===== src/rtl/mem_access_unit.sv =====
// MEM stage of the pipeline: issues data-memory accesses, stalls the front end while
// an access is outstanding, resolves branches and registers results into MEM/WB.
module mem_access_unit #(
    parameter int TIMEOUT = 16
) (
    input  logic        clk,
    input  logic        rst,
    input  logic [1:0]  MEM_WB_ctl,
    input  logic [1:0]  MEM_M,
    input  logic        MEM_Branch,
    input  logic        MEM_Zero,
    input  logic [63:0] MEM_BranchTarget,
    input  logic [63:0] MEM_ALURes,
    input  logic [63:0] MEM_ReadData2,
    output logic        dmem_req,
    output logic        dmem_we,
    output logic [63:0] dmem_addr,
    output logic [63:0] dmem_wdata,
    input  logic        dmem_ack,
    input  logic [63:0] dmem_rdata,
    output logic        stall,
    output logic        PCSrc,
    output logic [63:0] PC_BranchTarget,
    output logic [1:0]  WB_out,
    output logic [63:0] WB_ReadData,
    output logic [63:0] WB_ALURes,
    output logic        fault,
    output logic [1:0]  fault_code
);

    localparam logic [0:0] S_IDLE = 1'b0;
    localparam logic [0:0] S_BUSY = 1'b1;

    localparam logic [7:0] TO_LAST = 8'(TIMEOUT - 1);

    localparam logic [1:0] FC_NONE      = 2'b00;
    localparam logic [1:0] FC_MISALIGN  = 2'b01;
    localparam logic [1:0] FC_ILLEGAL   = 2'b10;
    localparam logic [1:0] FC_TIMEOUT   = 2'b11;

    logic [0:0] state;
    logic [0:0] state_nxt;
    logic [7:0] count;

    logic       access;
    logic       illegal;
    logic       misaligned;
    logic       legal;
    logic       ack_valid;
    logic       timeout;
    logic       read_acked;
    logic [1:0] fault_nxt;

    // Decode of the memory-control pair; 2'b11 is not an access at all.
    assign access     = MEM_M[1] ^ MEM_M[0];
    assign illegal    = (MEM_M == 2'b11);
    assign misaligned = access && (MEM_ALURes[2:0] != 3'b000);
    assign legal      = access && !misaligned;

    assign dmem_req   = legal;
    assign dmem_we    = MEM_M[0];
    assign dmem_addr  = MEM_ALURes;
    assign dmem_wdata = MEM_ReadData2;

    // A stray ack with no request in flight must not move the FSM or load data.
    assign ack_valid  = dmem_req && dmem_ack;
    assign timeout    = (state == S_BUSY) && (count == TO_LAST) && !dmem_ack;
    assign read_acked = ack_valid && MEM_M[1];

    assign stall           = legal && !dmem_ack && !timeout;
    assign PCSrc           = MEM_Branch && MEM_Zero && !stall;
    assign PC_BranchTarget = MEM_BranchTarget;

    // NOTE: every variable assigned in always_comb gets a default first so no latch is inferred.
    always_comb begin
        state_nxt = state;
        case (state)
            S_IDLE:  if (dmem_req && !dmem_ack) state_nxt = S_BUSY;
            S_BUSY:  if (ack_valid || timeout)  state_nxt = S_IDLE;
            default: state_nxt = S_IDLE;
        endcase
    end

    // Illegal outranks misaligned outranks timeout.
    always_comb begin
        fault_nxt = FC_NONE;
        if (illegal)         fault_nxt = FC_ILLEGAL;
        else if (misaligned) fault_nxt = FC_MISALIGN;
        else if (timeout)    fault_nxt = FC_TIMEOUT;
    end

    // NOTE: sequential state uses non-blocking assignments so all registers sample the same pre-edge values.
    always_ff @(posedge clk or negedge rst) begin
        if (!rst) begin
            state <= S_IDLE;
            count <= 8'd0;
        end else begin
            state <= state_nxt;
            if (state == S_IDLE || state_nxt == S_IDLE)
                count <= 8'd0;
            else if (!ack_valid)
                count <= count + 8'd1;
        end
    end

    always_ff @(posedge clk or negedge rst) begin
        if (!rst) begin
            WB_out      <= 2'b00;
            WB_ReadData <= 64'd0;
            WB_ALURes   <= 64'd0;
            fault       <= 1'b0;
            fault_code  <= FC_NONE;
        end else begin
            fault      <= (fault_nxt != FC_NONE);
            fault_code <= fault_nxt;
            if (stall) begin
                WB_out <= 2'b00;
            end else begin
                // A faulting instruction still advances, but as a bubble.
                WB_out    <= (fault_nxt != FC_NONE) ? 2'b00 : MEM_WB_ctl;
                WB_ALURes <= MEM_ALURes;
                if (read_acked)
                    WB_ReadData <= dmem_rdata;
            end
        end
    end

endmodule

===== config.mk =====
export PLATFORM = sky130hd
export DESIGN_NAME = mem_access_unit
export DESIGN_NICKNAME = d
export VERILOG_FILES = /design/src/rtl/mem_access_unit.sv
export SDC_FILE = /design/constraint.sdc
export NUM_CORES = 1
export LEC_CHECK = 0
export CELL_PAD_IN_SITES_DETAIL_PLACEMENT = 0
export CELL_PAD_IN_SITES_GLOBAL_PLACEMENT = 1
export CORE_AREA = 2 2 233 235
export CTS_BUF_LIST = sky130_fd_sc_hd__clkbuf_4 sky130_fd_sc_hd__clkbuf_8
export DETAILED_ROUTE_END_ITERATION = 7
export DIE_AREA = 0 0 235 237
export PLACE_DENSITY = 0.49
export SLEW_MARGIN = 10
export SYNTH_ARGS = -nofsm -noshare
export SYNTH_HDL_FRONTEND = slang
export SYNTH_SLANG_ARGS = --single-unit
export TNS_END_PERCENT = 1

===== constraint.sdc =====
create_clock -name clk -period 6 [get_ports clk]
set_clock_uncertainty 0.05 [all_clocks]
set_input_delay 0.9 -clock clk [delete_from_list [all_inputs] [get_ports clk]]
set_output_delay 0.9 -clock clk [all_outputs]
set_load 0.02 [all_outputs]

## After elaboration in Yosys (flattened, before gate mapping)

Cells that the tools add are included.

- Bitwise gates (word level): 4
- Equality and inequality tests: 3
- Reduce and logical (&&, ||, !) cells: 19
- Mux-type cells: 10
- $add $sub $neg: 1

Operators with widths:

| operator | count |
|---|---|
| 8-bit two-way mux | 2 |
| 1-bit logical AND | 10 |
| 2-bit two-way mux | 5 |
| 8-bit by 1-bit adder with 8-bit output (second input constant) | 1 |
| 8-bit by 4-bit == test with 1-bit output (second input constant) | 1 |
| 1-bit logical NOT | 4 |
| 1-bit NOT | 3 |
| 3-bit nonzero test | 1 |
| 2-bit == test (second input constant) | 1 |
| 1-bit logical OR | 2 |
| 1-bit two-way mux | 2 |
| 2-bit by 1-bit inequality test with 1-bit output (second input constant) | 1 |
| 1-bit case mux with 2 select lines | 1 |
| 2-bit AND reduction | 1 |
| 2-bit nonzero test | 1 |
| 1-bit bitwise XOR | 1 |

- Output and inout bits: 329
- Flip-flop bits (word level): 142
- Input bits: 265

## Longest topological paths before layout

- Depth after elaboration: 11
- Mapped depth: 6
- Depth with buffers taken out: 5

## Worst setup path after synthesis

OpenSTA, ideal clock, no wires.

- Path type: input to output
- Start: input MEM_M[0]
- End: output PCSrc
- Cell stages on the path: 6
- Path slack: 2,572 ps
- Arrival: 2,478 ps
- Buffers on the path: 2
- Path through: ha_1 > or4b_4 > a311oi_2 > buf_4 > buf_4 > nor2_1

- Word-level cells in the longest chain between the ends: 8

RTL lines:

| what | line | source |
|---|---|---|
| start, declared | 9 | `input logic [1:0] MEM_M,` |
| 1-bit bitwise XOR (*) | 55 | `assign access = MEM_M[1] ^ MEM_M[0];` |
| 1-bit logical AND | 57 | `assign misaligned = access && (MEM_ALURes[2:0] != 3'b000);` |
| 1-bit logical NOT | 58 | `assign legal = access && !misaligned;` |
| 1-bit logical AND (*) | 58 |  |
| 1-bit logical AND (*) (2 in series) | 70 | `assign stall = legal && !dmem_ack && !timeout;` |
| via stall | 21 | `output logic stall,` |
| 1-bit logical NOT (*) | 71 | `assign PCSrc = MEM_Branch && MEM_Zero && !stall;` |
| 1-bit logical AND (*) | 71 |  |
| end, declared | 22 | `output logic PCSrc,` |

The timed path passes the listed nets; every way through them passes the cells marked *.

## Final worst setup path

- Start: input MEM_M[1]
- End: output stall

- Word-level cells in the longest chain between the ends: 6

RTL lines:

| what | line |
|---|---|
| 1-bit bitwise XOR (*) | 55 |
| 1-bit logical AND | 57 |
| 1-bit logical NOT | 58 |
| 1-bit logical AND (*) | 58 |
| 1-bit logical AND (*) (2 in series) | 70 |
| end, declared | 21 |

Every way passes the cells marked *; elsewhere a longest branch is shown, timed or not.

==> qor.yml <==
run_status:
  result_of_the_run: "finished clean"
global_route:
  grt_pass1_wl_um: 28200
  total_global_routing_track_utilization: 0.0698
  global_route_total_overflow: 0
  number_of_global_route_vias_before_repair: 4495
  grt_max_degree: 65
  global_route.usage.met1: 0.0723
  use_met3: 0.0449
  grt_use_met2: 0.101
  grt_antenna_before_repair: 0
  globalRoute.busiestLayer: "met2"
synthesis:
  share_of_flip_flops_with_an_asynchronous_set_or_reset: 1.00
  leading_area_contributor_after_synthesis: "sky130_fd_sc_hd__dfrtp_1"
  synth_nets: 796
  postSynthRegisterBits: 142
  synth.most_common_cell: "sky130_fd_sc_hd__buf_4"
  synth_top_cell_area_share: 0.518
  synth.top_cells.by_area: "sky130_fd_sc_hd__dfrtp_1 (52%), sky130_fd_sc_hd__buf_4 (21%), sky130_fd_sc_hd__mux2_2 (15%)"
  syn_area_um2: 6860
  synth-edff-count: 0
  average_size_of_a_mapped_cell_um2: 13.0
  synth.lib_cells_used.distinct: 35
  dominantRegCellSynth: "sky130_fd_sc_hd__dfrtp_1"
  synth_top_cells_by_count: "sky130_fd_sc_hd__buf_4 (195), sky130_fd_sc_hd__dfrtp_1 (142), sky130_fd_sc_hd__mux2_2 (90)"
  synth_sequential_area_ratio: 0.518
  synth_warnings: 0
  netlist_instances: 529
power_and_ir_drop:
  power_density_nw_per_um2: 271
  p_leak_uw: 0.00395
  vdd.ir_drop.worst_mv: 0.142
routing:
  drtIter0Drc: 86
  avgRoutedWirePerCell_um: 13.4
  finalWirelength_um: 18600
  avgViaCountPerCell: 3.08
  detail_route.first_pass.iterations: 4
  drc: 0
  drt.antenna.violating_nets: 0
  route.vias.total: 4283
clocking:
  tritoncts_num_sinks: 142
  cts_repair_resize_count: 0
  clk_root_buffer_cell: "sky130_fd_sc_hd__clkbuf_8"
  cts_hold_repair.buffers: 0
  cts_made_buffers: 17
  clock_path_buffers: 2
  cts_post_setup_buffers_inserted: 0
  cts_tree: "yes"
  ctsHtreeMaxLevel: 4
  clk_pin_slew_ps: 80
  clock_latency_ps: 530
final_layout:
  antenna_cells_inserted: 0
  flow.area_growth_from_synthesis_pct: 45.7
  filler_cell_count: 5774
  final_layout_size_suffix_gt1_frac: 0.190
  post_route_core_utilization: 0.188
  postLayoutCellArea_um2: 10000
  nNetsFinal: 950
floorplanning:
  num_rows: 85
  io_pins: 594
  design.core.area_um2: 53300
  fp.dieArea_um2: 55700
  floorplan.initialDensity: 0.129
  x_dimension_of_the_die_um: 235
  die_h_um: 237
timing:
  fin_tns_setup_ps: 0
  crit_path_setup_slack_layout_ps: 1590
  timing_worst_slew_pin_value_ps: 1040
  final.min_clock_period_ps: 4410
  final_setup_violation_count: 0
  final.hold.worst_slack_ps: 234
  max_slew_headroom: 0.309
  min_period_over_period: 0.735
  grt_setup_unrepaired: "false"
  final-hold-violation-count: 0
  max_freq_ghz: 0.227
  slew_viol_final: 0
placement:
  place.port_buffers: 337
  post-dp-hpwl_um: 13800
  gp_routability_congestion: 0.669
  dpl_cell_area_um2: 9620
  post-place-ws_ps: 1540
setup_path:
  crit_path_max_fanout: 10
  kind_of_critical_path: "in2out"
  endpoint_kind: "output pin"
  worstPathRequired_ps: 5050
  crit-reg2reg-launch: "count[0]$_DFFE_PN0P_"
  cp-startpoint: "MEM_M[1]"
  arrival_time_reported_for_the_critical_path_endpoint_ps: 3460
  critical_path.startpoint_type: "primary input"
flow_run:
  maxCapViolCount: 0
hold_path:
  timing.hold.worst.class: "in2async"
-- layout by cell type, fill, tap and decap left out, types with 2 or more instances in the layout --
| cell | instances |
|---|---|
| sky130_fd_sc_hd__o311ai_0 | 2 |
| sky130_fd_sc_hd__inv_6 | 3 |
| sky130_fd_sc_hd__clkbuf_8 | 18 |
| sky130_fd_sc_hd__ha_1 | 2 |
| sky130_fd_sc_hd__a21o_1 | 4 |
| sky130_fd_sc_hd__inv_1 | 5 |
| sky130_fd_sc_hd__a21oi_1 | 3 |
| sky130_fd_sc_hd__nor3_1 | 2 |
| sky130_fd_sc_hd__dfrtp_1 | 142 |
| sky130_fd_sc_hd__nand2_1 | 5 |
| sky130_fd_sc_hd__a211oi_1 | 2 |
| sky130_fd_sc_hd__clkdlybuf4s50_1 | 336 |
| sky130_fd_sc_hd__clkinv_4 | 5 |
| sky130_fd_sc_hd__clkinv_2 | 3 |
| sky130_fd_sc_hd__nor3b_1 | 3 |
| sky130_fd_sc_hd__mux2_1 | 35 |
| sky130_fd_sc_hd__or3_1 | 4 |
| sky130_fd_sc_hd__buf_4 | 4 |
| sky130_fd_sc_hd__mux2_2 | 90 |
| sky130_fd_sc_hd__nand3_1 | 2 |
| sky130_fd_sc_hd__nor2_1 | 3 |
| sky130_fd_sc_hd__o21ai_0 | 3 |
-- final cells by class --
type                    count  area (um2)  share of cell area
flip-flops and latches    142        3550               0.355
well taps                 696         871              0.0871
repair buffers            341        3400               0.340
inverters                   5        18.8             0.00188
clock buffers              18         248              0.0248
multi-input cells         176        1770               0.177
clock inverters            14         134              0.0134
-- metal layers --
| metal | up-vias | routed length [um] |
|---|---|---|
| met5 | - | 0 |
| met4 | 0 | 891 |
| met3 | 58 | 2280 |
| met2 | 271 | 8530 |
| met1 | 2046 | 6930 |
| li1 | 1908 | - |
-- cells by family after synthesis --
kind of cell,after synthesis,synth area share
xor+xnor,1,0.00128
compound gates,20,0.0204
flops,142,0.518
simple gates,28,0.0250
mux,125,0.205
fa+ha+maj,2,0.00365
buf+inv,211,0.227
-- report_power, final --
group          internal, uW  leakage (uW)  switching [uW]
Sequential             1090       0.00175            70.1
Clock                   344      0.000196             432
Combinational           423       0.00200             354
-- worst max-delay path, cell delays in order --
cell                              delay (ps)
sky130_fd_sc_hd__clkdlybuf4s50_1         460
sky130_fd_sc_hd__ha_1                    310
sky130_fd_sc_hd__or4b_4                  510
sky130_fd_sc_hd__a311oi_4                570
sky130_fd_sc_hd__clkdlybuf4s50_1         710
-- through the flow --
step / power, uW / cells
global route: 2880 / 1392
finish: 2710 / 1392
global placement: 1970 / 1360
floorplan: 1650 / 529
CTS: 2800 / 1392
detailed placement: 1970 / 1360
-- path summary, 6_finish.rpt --
path,end,slack [ps],cells past startpoint
min in group clk,WB_ALURes[2]$_DFFE_PN0N_,430,1
worst max register to register,WB_ALURes[14]$_DFFE_PN0N_,3160,5
worst min register to register,WB_ALURes[2]$_DFFE_PN0N_,430,1
max in group asynchronous,WB_ALURes[3]$_DFFE_PN0N_,4520,2
worst max-delay path,stall,1590,5
worst min-delay path,WB_ALURes[12]$_DFFE_PN0N_,230,1
-- flip-flops by register name, indices dropped and copies added, names as in the netlist --
| register | cells |
|---|---|
| state | 1 |
| count | 8 |
| WB_ReadData | 64 |
| fault | 1 |
| WB_out | 2 |
| fault_code | 2 |
| WB_ALURes | 64 |
Note: power is estimated with default switching activity, not from simulation.
